$ cat config.mk
export PLATFORM = sky130hd
export DESIGN_NAME = memory_stage_access_flat
export DESIGN_NICKNAME = d
export VERILOG_FILES = /design/src/rtl/memory_stage_access_if.sv /design/src/rtl/memory_stage_access.sv /design/src/flat_wrapper.sv
export SDC_FILE = /design/constraint.sdc
export NUM_CORES = 1
export LEC_CHECK = 0
export CAP_MARGIN = 20
export CORE_MARGIN = 2
export CORE_UTILIZATION = 50
export CTS_CLUSTER_SIZE = 16
export DETAILED_ROUTE_END_ITERATION = 10
export PLACE_DENSITY = 0.81
export SYNTH_ARGS = -nofsm -noshare
export SYNTH_HDL_FRONTEND = slang
export SYNTH_SLANG_ARGS = --single-unit
$ cat constraint.sdc
create_clock -name clk -period 2.9 [get_ports clk]
set_clock_uncertainty 0.15 [all_clocks]
set_input_delay 0.435 -clock clk [delete_from_list [all_inputs] [get_ports clk]]
set_output_delay 0.435 -clock clk [all_outputs]
set_load 0.02 [all_outputs]
$ cat src/rtl/memory_stage_access_if.sv
// Bundle between the memory stage, data-memory ports A/B and the memory/writeback register.
// misaligned_fault exists only when VEC_ALIGN_CHECK_EN is defined.
interface memory_stage_access_if #(
   parameter int ADDR_W = 16,
   parameter int VEC_W  = 128,
   parameter int BEAT_W = 32
);
   logic              valid_memory;
   logic              write_memory_enable_a_memory;
   logic              write_memory_enable_b_memory;
   logic [1:0]        select_writeback_data_mux_memory;
   logic [1:0]        select_writeback_vector_data_mux_memory;
   logic [ADDR_W-1:0] srcA_memory;
   logic [15:0]       srcB_memory;
   logic [VEC_W-1:0]  vector_srcB_memory;
   logic [ADDR_W-1:0] mem_a_addr;
   logic [7:0]        mem_a_wdata;
   logic              mem_a_we;
   logic [7:0]        mem_a_rdata;
   logic [ADDR_W-1:0] mem_b_addr;
   logic [BEAT_W-1:0] mem_b_wdata;
   logic              mem_b_we;
   logic [BEAT_W-1:0] mem_b_rdata;
   logic [7:0]        scalar_read_data;
   logic [VEC_W-1:0]  vector_read_data;
   logic              stall_memory;
   logic              mem_done;
`ifdef VEC_ALIGN_CHECK_EN
   logic              misaligned_fault;
`endif

   modport slave (
      input  valid_memory, write_memory_enable_a_memory, write_memory_enable_b_memory,
      input  select_writeback_data_mux_memory, select_writeback_vector_data_mux_memory,
      input  srcA_memory, srcB_memory, vector_srcB_memory, mem_a_rdata, mem_b_rdata,
      output mem_a_addr, mem_a_wdata, mem_a_we, mem_b_addr, mem_b_wdata, mem_b_we,
      output scalar_read_data, vector_read_data, stall_memory, mem_done
`ifdef VEC_ALIGN_CHECK_EN
      , output misaligned_fault
`endif
   );

   modport master (
      output valid_memory, write_memory_enable_a_memory, write_memory_enable_b_memory,
      output select_writeback_data_mux_memory, select_writeback_vector_data_mux_memory,
      output srcA_memory, srcB_memory, vector_srcB_memory, mem_a_rdata, mem_b_rdata,
      input  mem_a_addr, mem_a_wdata, mem_a_we, mem_b_addr, mem_b_wdata, mem_b_we,
      input  scalar_read_data, vector_read_data, stall_memory, mem_done
`ifdef VEC_ALIGN_CHECK_EN
      , input misaligned_fault
`endif
   );
endinterface

$ cat src/rtl/memory_stage_access.sv
// Memory-stage access engine: scalar byte port A, multi-beat vector port B, pipeline stall/done.
// Optional VEC_ALIGN_CHECK_EN rejects vector accesses whose base is not beat-group aligned.
module memory_stage_access #(
   parameter int ADDR_W = 16,
   parameter int VEC_W  = 128,
   parameter int BEAT_W = 32
) (
   input logic                  clk,
   input logic                  reset,
   memory_stage_access_if.slave bus
);
   localparam int BEATS = VEC_W / BEAT_W;
   localparam int CNT_W = (BEATS > 1) ? $clog2(BEATS) : 1;
   localparam logic [CNT_W-1:0] LAST_BEAT = CNT_W'(BEATS - 1);

   typedef enum logic [2:0] {IDLE, VST, VLD, VDRAIN, SWAIT} state_e;
   typedef logic [BEATS-1:0][BEAT_W-1:0] beats_t;

   state_e            state_q, state_d;
   logic [CNT_W-1:0]  cnt_q, cnt_d;
   logic [ADDR_W-1:0] base_q, base_d;
   beats_t            vec_q, vec_d;
   beats_t            cap_q, cap_d;
   beats_t            vout_q, vout_d;
   beats_t            vec_in, drain_vec;
   logic [7:0]        shold_q, shold_d;
   logic              sret_q, sret_d;

   logic sst_req, sld_req, vst_req, vld_req, lost_s, lost_v;
   logic vec_pend, scal_pend, busy;
   logic unused_srcb_hi;

   assign unused_srcb_hi = ^bus.srcB_memory[15:8];
   assign vec_in         = bus.vector_srcB_memory;

   // Stores win over loads on the same port; a lost load reports zero.
   assign sst_req = bus.write_memory_enable_a_memory;
   assign lost_s  = sst_req && (bus.select_writeback_data_mux_memory == 2'b01);
   assign sld_req = (bus.select_writeback_data_mux_memory == 2'b01) && !sst_req;
   assign lost_v  = bus.write_memory_enable_b_memory &&
                    (bus.select_writeback_vector_data_mux_memory == 2'b01);
`ifdef VEC_ALIGN_CHECK_EN
   logic misaligned;
   assign misaligned = (bus.write_memory_enable_b_memory ||
                        (bus.select_writeback_vector_data_mux_memory == 2'b01)) &&
                       (bus.srcA_memory[CNT_W-1:0] != '0);
`else
   logic misaligned;
   assign misaligned = 1'b0;
`endif
   assign vst_req = bus.write_memory_enable_b_memory && !misaligned;
   assign vld_req = (bus.select_writeback_vector_data_mux_memory == 2'b01) &&
                    !bus.write_memory_enable_b_memory && !misaligned;

   always_comb begin
      // NOTE: every signal gets a default before any branch so no latch is inferred.
      state_d   = state_q;
      cnt_d     = cnt_q;
      base_d    = base_q;
      vec_d     = vec_q;
      cap_d     = cap_q;
      vout_d    = vout_q;
      shold_d   = shold_q;
      sret_d    = 1'b0;
      vec_pend  = 1'b0;
      scal_pend = 1'b0;
      busy      = 1'b0;
      drain_vec = cap_q;
      bus.mem_a_addr       = '0;
      bus.mem_a_wdata      = '0;
      bus.mem_a_we         = 1'b0;
      bus.mem_b_addr       = '0;
      bus.mem_b_wdata      = '0;
      bus.mem_b_we         = 1'b0;
      bus.scalar_read_data = '0;
      bus.vector_read_data = '0;
      bus.stall_memory     = 1'b0;
      bus.mem_done         = 1'b0;
`ifdef VEC_ALIGN_CHECK_EN
      bus.misaligned_fault = 1'b0;
`endif
      if (!reset) begin
         bus.scalar_read_data = shold_q;
         bus.vector_read_data = vout_q;
         unique case (state_q)
            IDLE: if (bus.valid_memory) begin
               base_d = bus.srcA_memory;
               vec_d  = vec_in;
               cnt_d  = CNT_W'(1);
               sret_d = sld_req;
               if (sst_req || sld_req) bus.mem_a_addr = bus.srcA_memory;
               bus.mem_a_we    = sst_req;
               bus.mem_a_wdata = sst_req ? bus.srcB_memory[7:0] : 8'h00;
               if (lost_s) shold_d = '0;
               if (vst_req || vld_req) bus.mem_b_addr = bus.srcA_memory;
               bus.mem_b_we    = vst_req;
               bus.mem_b_wdata = vst_req ? vec_in[0] : '0;
               if (lost_v || misaligned) vout_d = '0;
               if (misaligned) bus.vector_read_data = '0;
`ifdef VEC_ALIGN_CHECK_EN
               bus.misaligned_fault = misaligned;
`endif
               vec_pend  = vld_req || (vst_req && (BEATS > 1));
               scal_pend = sld_req;
               if (vec_pend)     state_d = vst_req ? VST : VLD;
               else if (sld_req) state_d = SWAIT;
            end
            VST: begin
               bus.mem_b_addr  = base_q + ADDR_W'(cnt_q);
               bus.mem_b_we    = 1'b1;
               bus.mem_b_wdata = vec_q[cnt_q];
               cnt_d    = cnt_q + CNT_W'(1);
               vec_pend = (cnt_q != LAST_BEAT);
               if (!vec_pend) state_d = IDLE;
            end
            VLD: begin
               bus.mem_b_addr = base_q + ADDR_W'(cnt_q);
               cap_d[cnt_q - CNT_W'(1)] = bus.mem_b_rdata;
               cnt_d    = cnt_q + CNT_W'(1);
               vec_pend = 1'b1;
               if (cnt_q == LAST_BEAT) state_d = VDRAIN;
            end
            VDRAIN: begin
               // Top beat comes straight from the port in the completion cycle.
               drain_vec[BEATS-1]   = bus.mem_b_rdata;
               bus.vector_read_data = drain_vec;
               vout_d  = drain_vec;
               state_d = IDLE;
            end
            SWAIT:   state_d = IDLE;
            default: state_d = IDLE;
         endcase
         if (sret_q) begin
            bus.scalar_read_data = bus.mem_a_rdata;
            shold_d              = bus.mem_a_rdata;
         end
         busy             = (state_q != IDLE) || bus.valid_memory;
         bus.mem_done     = busy && !vec_pend && !scal_pend;
         bus.stall_memory = busy && !bus.mem_done;
      end
   end

   always_ff @(posedge clk) begin
      if (reset) begin
         state_q <= IDLE;
         cnt_q   <= '0;
         base_q  <= '0;
         vec_q   <= '0;
         cap_q   <= '0;
         vout_q  <= '0;
         shold_q <= '0;
         sret_q  <= 1'b0;
      end else begin
         state_q <= state_d;
         cnt_q   <= cnt_d;
         base_q  <= base_d;
         vec_q   <= vec_d;
         cap_q   <= cap_d;
         vout_q  <= vout_d;
         shold_q <= shold_d;
         sret_q  <= sret_d;
      end
   end
endmodule

$ cat src/flat_wrapper.sv
// flat-port wrapper written by rule: the top's interface ports become plain ports
module memory_stage_access_flat 
#(
   parameter int ADDR_W = 16,
   parameter int VEC_W  = 128,
   parameter int BEAT_W = 32
)
  (clk, reset, bus_valid_memory, bus_write_memory_enable_a_memory, bus_write_memory_enable_b_memory, bus_select_writeback_data_mux_memory, bus_select_writeback_vector_data_mux_memory, bus_srcA_memory, bus_srcB_memory, bus_vector_srcB_memory, bus_mem_a_rdata, bus_mem_b_rdata, bus_mem_a_addr, bus_mem_a_wdata, bus_mem_a_we, bus_mem_b_addr, bus_mem_b_wdata, bus_mem_b_we, bus_scalar_read_data, bus_vector_read_data, bus_stall_memory, bus_mem_done);
  memory_stage_access_if #(.ADDR_W(ADDR_W), .VEC_W(VEC_W), .BEAT_W(BEAT_W)) bus_i ();
  input logic clk;
  input logic reset;
  input wire logic [$bits(bus_i.valid_memory)-1:0] bus_valid_memory;
  input wire logic [$bits(bus_i.write_memory_enable_a_memory)-1:0] bus_write_memory_enable_a_memory;
  input wire logic [$bits(bus_i.write_memory_enable_b_memory)-1:0] bus_write_memory_enable_b_memory;
  input wire logic [$bits(bus_i.select_writeback_data_mux_memory)-1:0] bus_select_writeback_data_mux_memory;
  input wire logic [$bits(bus_i.select_writeback_vector_data_mux_memory)-1:0] bus_select_writeback_vector_data_mux_memory;
  input wire logic [$bits(bus_i.srcA_memory)-1:0] bus_srcA_memory;
  input wire logic [$bits(bus_i.srcB_memory)-1:0] bus_srcB_memory;
  input wire logic [$bits(bus_i.vector_srcB_memory)-1:0] bus_vector_srcB_memory;
  input wire logic [$bits(bus_i.mem_a_rdata)-1:0] bus_mem_a_rdata;
  input wire logic [$bits(bus_i.mem_b_rdata)-1:0] bus_mem_b_rdata;
  output wire logic [$bits(bus_i.mem_a_addr)-1:0] bus_mem_a_addr;
  output wire logic [$bits(bus_i.mem_a_wdata)-1:0] bus_mem_a_wdata;
  output wire logic [$bits(bus_i.mem_a_we)-1:0] bus_mem_a_we;
  output wire logic [$bits(bus_i.mem_b_addr)-1:0] bus_mem_b_addr;
  output wire logic [$bits(bus_i.mem_b_wdata)-1:0] bus_mem_b_wdata;
  output wire logic [$bits(bus_i.mem_b_we)-1:0] bus_mem_b_we;
  output wire logic [$bits(bus_i.scalar_read_data)-1:0] bus_scalar_read_data;
  output wire logic [$bits(bus_i.vector_read_data)-1:0] bus_vector_read_data;
  output wire logic [$bits(bus_i.stall_memory)-1:0] bus_stall_memory;
  output wire logic [$bits(bus_i.mem_done)-1:0] bus_mem_done;
  assign bus_i.valid_memory = bus_valid_memory;
  assign bus_i.write_memory_enable_a_memory = bus_write_memory_enable_a_memory;
  assign bus_i.write_memory_enable_b_memory = bus_write_memory_enable_b_memory;
  assign bus_i.select_writeback_data_mux_memory = bus_select_writeback_data_mux_memory;
  assign bus_i.select_writeback_vector_data_mux_memory = bus_select_writeback_vector_data_mux_memory;
  assign bus_i.srcA_memory = bus_srcA_memory;
  assign bus_i.srcB_memory = bus_srcB_memory;
  assign bus_i.vector_srcB_memory = bus_vector_srcB_memory;
  assign bus_i.mem_a_rdata = bus_mem_a_rdata;
  assign bus_i.mem_b_rdata = bus_mem_b_rdata;
  assign bus_mem_a_addr = bus_i.mem_a_addr;
  assign bus_mem_a_wdata = bus_i.mem_a_wdata;
  assign bus_mem_a_we = bus_i.mem_a_we;
  assign bus_mem_b_addr = bus_i.mem_b_addr;
  assign bus_mem_b_wdata = bus_i.mem_b_wdata;
  assign bus_mem_b_we = bus_i.mem_b_we;
  assign bus_scalar_read_data = bus_i.scalar_read_data;
  assign bus_vector_read_data = bus_i.vector_read_data;
  assign bus_stall_memory = bus_i.stall_memory;
  assign bus_mem_done = bus_i.mem_done;
  memory_stage_access #(.ADDR_W(ADDR_W), .VEC_W(VEC_W), .BEAT_W(BEAT_W)) u_core (.clk(clk), .reset(reset), .bus(bus_i));
endmodule
==> impl_metrics.csv, run 1 <==
group,metric,value,unit
finish,finalNetCount,2732,
timing,fin_setup_tns,-0.453,ns
synth,synth-xor-area-share,0.465,%
finish,drive_gt1_share,19.6,%
clock_network,cts_tree,"done",
floorplanning,initial_core_util,50.7,%
grt,grt_max_degree,129,
power_and_ir_drop,power_density,539,nW/um2
finish,fin_util,69.6,%
drt,num_vias,17400,
timing,relSlewSlack,47.2,%
synth,ys_seq_area_share,45.1,%
synth,yosysWarningCount,0,
timing,hold_viol,0,
power_and_ir_drop,seq_power_share,44.2,%
worst_setup_path,r2r_slack,0.08,ns
placed_design,dp_cells,2883,
clock_network,cts.path.max_buffers,3,
drt,wl,59800,um
synth,synth_nets,2334,
drt,dr.pass1.iters,6,
synth,synth_edf_count,0,
worst_setup_path,cp_data_required_time,2.32,ns
synth,synth_compound_area_share,22.0,%
synth,synth_top_family_by_area,"compound AO/OA/AOI/OAI gates",
grt,overflow,0,
synth,yosys-top-cells-area,"dfxtp_1, nand2_1, a21oi_1, a22o_1, mux4_2",
timing,rsz0062_at_grt,"true",
min_path,holdCritPathClass,"in -> reg",
worst_setup_path,cpMostUsedCell,"buf_6",
timing,period_needed,2.95,ns
clock_network,cts_buffers,40,
clock_network,htree_levels,2,
worst_setup_path,slowest_delay,0.63,ns
floorplanning,core_area,33400,um2
clock_network,insertion_delay,0.52,ns
floorplanning,chipWidth,188,um
drt,via_per_inst,5.78,
finish,fillCellCount,2542,
worst_setup_path,critical_path_class,"reg -> out",
synth,synthSimpleGateAreaFrac,21.7,%
placed_design,dp_hpwl,38100,um
synth,synthAdderAreaFrac,0.561,%
placed_design,numPortBuffers,412,
drt,postRouteAntennaNets,0,
flow_run,maxCapViolCount,0,
clock_network,root_buffer,"clkbuf_16",
synth,avgSynthCellArea,8.01,um2
power_and_ir_drop,p_comb_share,15.5,%
worst_setup_path,crit_fanout,5,
outcome,violations,"negative setup slack",
synth,yosysTopAreaCellShare,45.1,%
power_and_ir_drop,swShare,26.0,%
synth,ys_seq_elements,382,
grt,antenna_found_initial,14,
timing,fmax,339,MHz
grt,grt_pass1_vias,16800,
power_and_ir_drop,p_int,9.27,mW
power_and_ir_drop,p_leak,8.81,nW
power_and_ir_drop,peakVddDrop,0.421,mV
drt,routedWlPerCell,19.9,um
floorplanning,die_h,188,um
clock_network,cts.sinks,382,
floorplanning,dieArea,35400,um2
synth,synth_top_flop_cell,"dfxtp_1",
timing,setup_violations,16,
power_and_ir_drop,pwr-share-clk,40.2,%
drt,first_iter_violations,1607,
finish,syn_to_final_growth,37.3,%
worst_setup_path,endpoint_kind,"output pin",
clock_network,cts_hold_buf,0,
grt,grt_first_pass_wirelength,91500,um
synth,async_flop_share,0,%
power_and_ir_drop,p_switching,3.27,mW
synth,synth_area,17000,um2
worst_setup_path,arrival,2.36,ns
synth,synth_commonest_cells,"nand2_1, a21oi_1, dfxtp_1",
timing,whs,0.173,ns
synth,ys_types,60,
floorplanning,rows,67,
synth,yosysMostFrequentCell,"nand2_1",
timing,setup_slack,-0.0497,ns
finish,instances_no_fill,3005,
worst_setup_path,cp-start-kind,"flip-flop",
clock_network,clk_pin_slew,0.06,ns
placed_design,gp_congestion,0.969,
grt,grtUsageTotal,32.2,%
synth,netlist_instances,2118,
timing,worstMarginPinSlew,0.792,ns
timing,drv_slew,0,
worst_setup_path,crit_slowest_cell,"or4b_4",
worst_setup_path,cp_cell_sequence,"or4b_4 > buf_6 > buf_6 > nor2_4 > buf_6 > buf_6 > and2_4 > buf_6",
drt,drc_errors,0,
synth,synth_mux_area_share,4.43,%
floorplanning,io_pins,421,
timing,finalCritPeriodShare,102,%
outcome,status,"finished, violations left",
synth,yosysTopAreaCell,"dfxtp_1",
-- sequential cells by signal (all words and copies together), names as in the netlist --
signal	flops
u_core.sret_q	1
u_core.vec_q	128
u_core.shold_q	8
u_core.base_q	16
u_core.vout_q	128
u_core.state_q	3
u_core.cap_q	96
u_core.cnt_q	2
-- layout by cell type (no fill, tap or decap), types with 11 or more instances in the layout --
cell type	instances
a21oi_1	373
a21oi_2	15
a22o_1	128
a22oi_2	33
and2_1	13
and2_4	12
buf_12	19
buf_2	60
buf_4	122
buf_6	51
clkbuf_16	43
clkbuf_2	19
clkdlybuf4s50_1	206
dfxtp_1	377
diode_2	12
dlygate4sd2_1	39
mux4_2	32
nand2_1	767
nand3_1	11
nor2_1	32
nor2_2	19
-- through the flow --
stage          total power [mW]  instance area [um2]  setup WS, ns
2_1_floorplan              6.59                17000         0.520
3_3_place_gp               7.32                21600        -0.346
3_5_place_dp               7.36                21600        -0.410
4_1_cts                    12.5                23200        -0.186
5_1_grt                    12.9                23300        -0.156
6_report                   12.5                23300       -0.0497
-- path summary, 6_finish.rpt --
check / start / depth (start not counted) / to
max: u_core.state_q[1]$_SDFFE_PP0P_ / 8 / bus_mem_a_addr[14]
min: reset / 4 / u_core.cnt_q[0]$_SDFFE_PP0P_
max reg2reg: u_core.state_q[1]$_SDFFE_PP0P_ / 7 / u_core.vec_q[19]$_SDFFE_PP0P_
min reg2reg: u_core.vec_q[58]$_SDFFE_PP0P_ / 2 / u_core.vec_q[58]$_SDFFE_PP0P_
-- metal layers --
metal  routed length [um]  share of wire (%)  track usage (%)
met5                   34              0.057                0
met4                 2820                4.7             15.5
met3                 5420                9.1             7.23
met2                29300                 49             55.0
met1                22200                 37             38.3
-- power by group through the flow --
stage | clock (mW) | combinational (mW) | sequential [mW]
2_1_floorplan | 0 | 0.981 | 5.61
3_3_place_gp | 0 | 1.69 | 5.63
3_5_place_dp | 0 | 1.71 | 5.65
4_1_cts | 5.10 | 1.87 | 5.54
5_1_grt | 5.31 | 2.06 | 5.56
6_report | 5.05 | 1.95 | 5.55
-- cell families after synthesis --
kind of cell / Yosys count
simple gates: 906
compound gates: 590
flops: 382
buf+inv: 189
mux: 35
xor+xnor: 9
fa+ha+maj: 7
-- final cells by class --
type                    count  area (um2)  area share (%)
multi-input cells        1548        8630            37.1
flip-flops and latches    382        7660            32.9
repair buffers            537        5080            21.8
clock buffers              57        1160            4.97
well taps                 448         561            2.41
clock inverters            14         135           0.580
inverters                   7        30.0           0.129
diodes                     12        30.0           0.129
-- worst max-delay path: cells and delay by family (launching register included) --
kind | cells | cell delay [ns]
simple gates | 3 | 0.87
buf+inv | 5 | 0.62
flops | 1 | 0.34
-- what timing repair did --
action / CTS / global route
setup buffers: 21 / 11
gates resized for setup: 754 / 118
gates cloned: 11 / 1
pin swaps: 10 / 40
setup endpoints to repair: 200 / 141
No activity file was read; power rests on OpenSTA's default activity.
==> inputs of run 2 (changes only) <==
MAX_ROUTING_LAYER = met4   (was default)
==> run 2 against run 1 <==
  * The run still ends with negative setup slack left
  * Global-route usage rose by 0.83 points
  * Die area did not move
  * Sequential cell count did not move
  * Core utilization rose by 0.72 points
  * Final cell count rose by 0.40%
  * Wire length rose by 2.6%
  * Critical path depth did not move
  * Largest cell class unchanged
  * Highest routed layer is now met4
==> impl_metrics.csv, run 2 (synthesis results as in run 1) <==
group,metric,value,unit
finish,fillCellCount,2479,
clock_network,clk_pin_slew,0.06,ns
grt,overflow,0,
finish,final_cell_mix,"nand2_1, a21oi_1, dfxtp_1, clkdlybuf4s50_1, a22o_1",
finish,seq_area,7660,um2
grt,grtUsageTotal,33.0,%
timing,setup_slack,-0.175,ns
floorplanning,chipWidth,188,um
floorplanning,dieArea,35400,um2
grt,grt_first_pass_wirelength,91100,um
drt,routedWlPerCell,20.3,um
clock_network,cts.sinks,382,
drt,wl_met3,5710,um
timing,fmax,325,MHz
timing,worstMarginPinSlew,0.909,ns
timing,whs,0.185,ns
outcome,status,"finished, violations left",
clock_network,root_buffer,"clkbuf_16",
worst_setup_path,endpoint_kind,"output pin",
drt,wl,61300,um
worst_setup_path,crit_slowest_cell,"or4b_4",
grt,antenna_found_initial,15,
floorplanning,core_area,33400,um2
grt,grt_pass1_vias,16900,
finish,reg_top3,"u_core.vec_q (128), u_core.vout_q (128), u_core.cap_q (96)",
timing,period_needed,3.08,ns
drt,num_vias,17700,
timing,fin_setup_tns,-2.82,ns
worst_setup_path,cp_cell_sequence,"or4b_4 > buf_6 > a211oi_4 > buf_6 > buf_6 > nand2_2 > o21ai_1 > buf_4",
timing,rsz0062_at_grt,"true",
power_and_ir_drop,power_density,548,nW/um2
power_and_ir_drop,p_total,12.9,mW
clock_network,htree_levels,2,
worst_setup_path,crit_fanout,5,
drt,via_per_inst,5.85,
worst_setup_path,arrival,2.49,ns
floorplanning,initial_core_util,50.7,%
finish,fin_util,70.3,%
worst_setup_path,critical_path_class,"reg -> out",
worst_setup_path,cp_data_required_time,2.32,ns
floorplanning,die_h,188,um
grt,grt_max_degree,129,
floorplanning,io_pins,421,
power_and_ir_drop,peakVddDrop,0.375,mV
floorplanning,rows,67,
placed_design,numPortBuffers,412,
timing,hold_viol,0,
power_and_ir_drop,p_leak,8.89,nW
flow_run,maxCapViolCount,0,
drt,first_iter_violations,1925,
worst_setup_path,cp.buffers_inverters,4,
worst_setup_path,slowest_delay,0.61,ns
finish,finalNetCount,2736,
clock_network,cts_hold_buf,0,
clock_network,insertion_delay,0.54,ns
clock_network,cts_buffers,41,
drt,wl_met2,29900,um
finish,multiInputGateArea,8620,um2
drt,wirelength_met1,22700,um
outcome,violations,"negative setup slack",
timing,drv_slew,0,
placed_design,dp_hpwl,37700,um
worst_setup_path,cpMostUsedCell,"buf_6",
placed_design,dp_worst_setup_slack,-0.389,ns
finish,drive_gt1_share,19.9,%
timing,setup_violations,47,
drt,dr.max_layer_used,"met4",
drt,postRouteAntennaNets,0,
clock_network,cts_tree,"done",
placed_design,gp_congestion,0.992,
timing,relSlewSlack,39.4,%
drt,dr.pass1.iters,6,
worst_setup_path,crit_family,"simple AND/OR/NAND/NOR gates",
finish,final_common_cell,"nand2_1",
worst_setup_path,cp-start-kind,"flip-flop",
timing,finalCritPeriodShare,106,%
finish,syn_to_final_growth,38.7,%
drt,drc_errors,0,
clock_network,cts.path.max_buffers,3,
min_path,holdCritPathClass,"in -> reg",
==> run 2: worst reg2reg max path: cells and delay by family, from the launching register on <==
kind / cells / cell delay [ns]
compound gates: 1 / 0.20
simple gates: 2 / 0.64
buf+inv: 3 / 1.20
flops: 1 / 0.36
==> run 2: per-layer routing <==
metal | vias to the layer above | track usage (%)
li1 | 8033 | -
met1 | 8440 | 38.8
met2 | 989 | 54.5
met3 | 201 | 6.46
met4 | 0 | 15.4
met5 | - | -
==> run 2: through the flow <==
step / instances / cell area [um2]
floorplan: 2118 / 17000
global placement: 2878 / 21600
detailed placement: 2878 / 21600
CTS: 2986 / 23300
global route: 3016 / 23500
finish: 3017 / 23500
==> run 2: path summary, 6_finish.rpt <==
| check | from | endpoint | slack [ns] | cells after the start |
|---|---|---|---|---|
| worst min-delay path | reset | u_core.cnt_q[0]$_SDFFE_PP0P_ | 0.19 | 4 |
| worst max-delay path | u_core.state_q[1]$_SDFFE_PP0P_ | bus_mem_b_addr[11] | -0.18 | 8 |
| worst max register to register | u_core.state_q[0]$_SDFFE_PP0P_ | u_core.vec_q[6]$_SDFFE_PP0P_ | 0.25 | 6 |
| worst min register to register | u_core.vec_q[124]$_SDFFE_PP0P_ | u_core.vec_q[124]$_SDFFE_PP0P_ | 0.30 | 2 |
==> run 2: layout make-up <==
cell class                      count  area share [%]
Antenna cell                       16           0.170
Clock buffer                       62            5.29
Clock inverter                     14           0.633
Inverter                            7           0.112
Multi-Input combinational cell   1548            36.6
Sequential cell                   382            32.6
Tap cell                          448            2.38
Timing Repair Buffer              540            22.2
==> run 2: what timing repair did <==
item,4_1_cts,5_1_grt
endpoints found under the hold margin,0,0
resized for setup,676,166
endpoints found under the setup margin,200,146
cloned,9,6
buffers inserted,23,9
pin swaps,11,22
==> run 2: power breakdown <==
group	internal [mW]	total, mW	switching, mW
Combinational	0.905	1.98	1.07
Sequential	5.42	5.55	0.122
Clock	3.16	5.37	2.21
Total	9.50	12.9	3.40
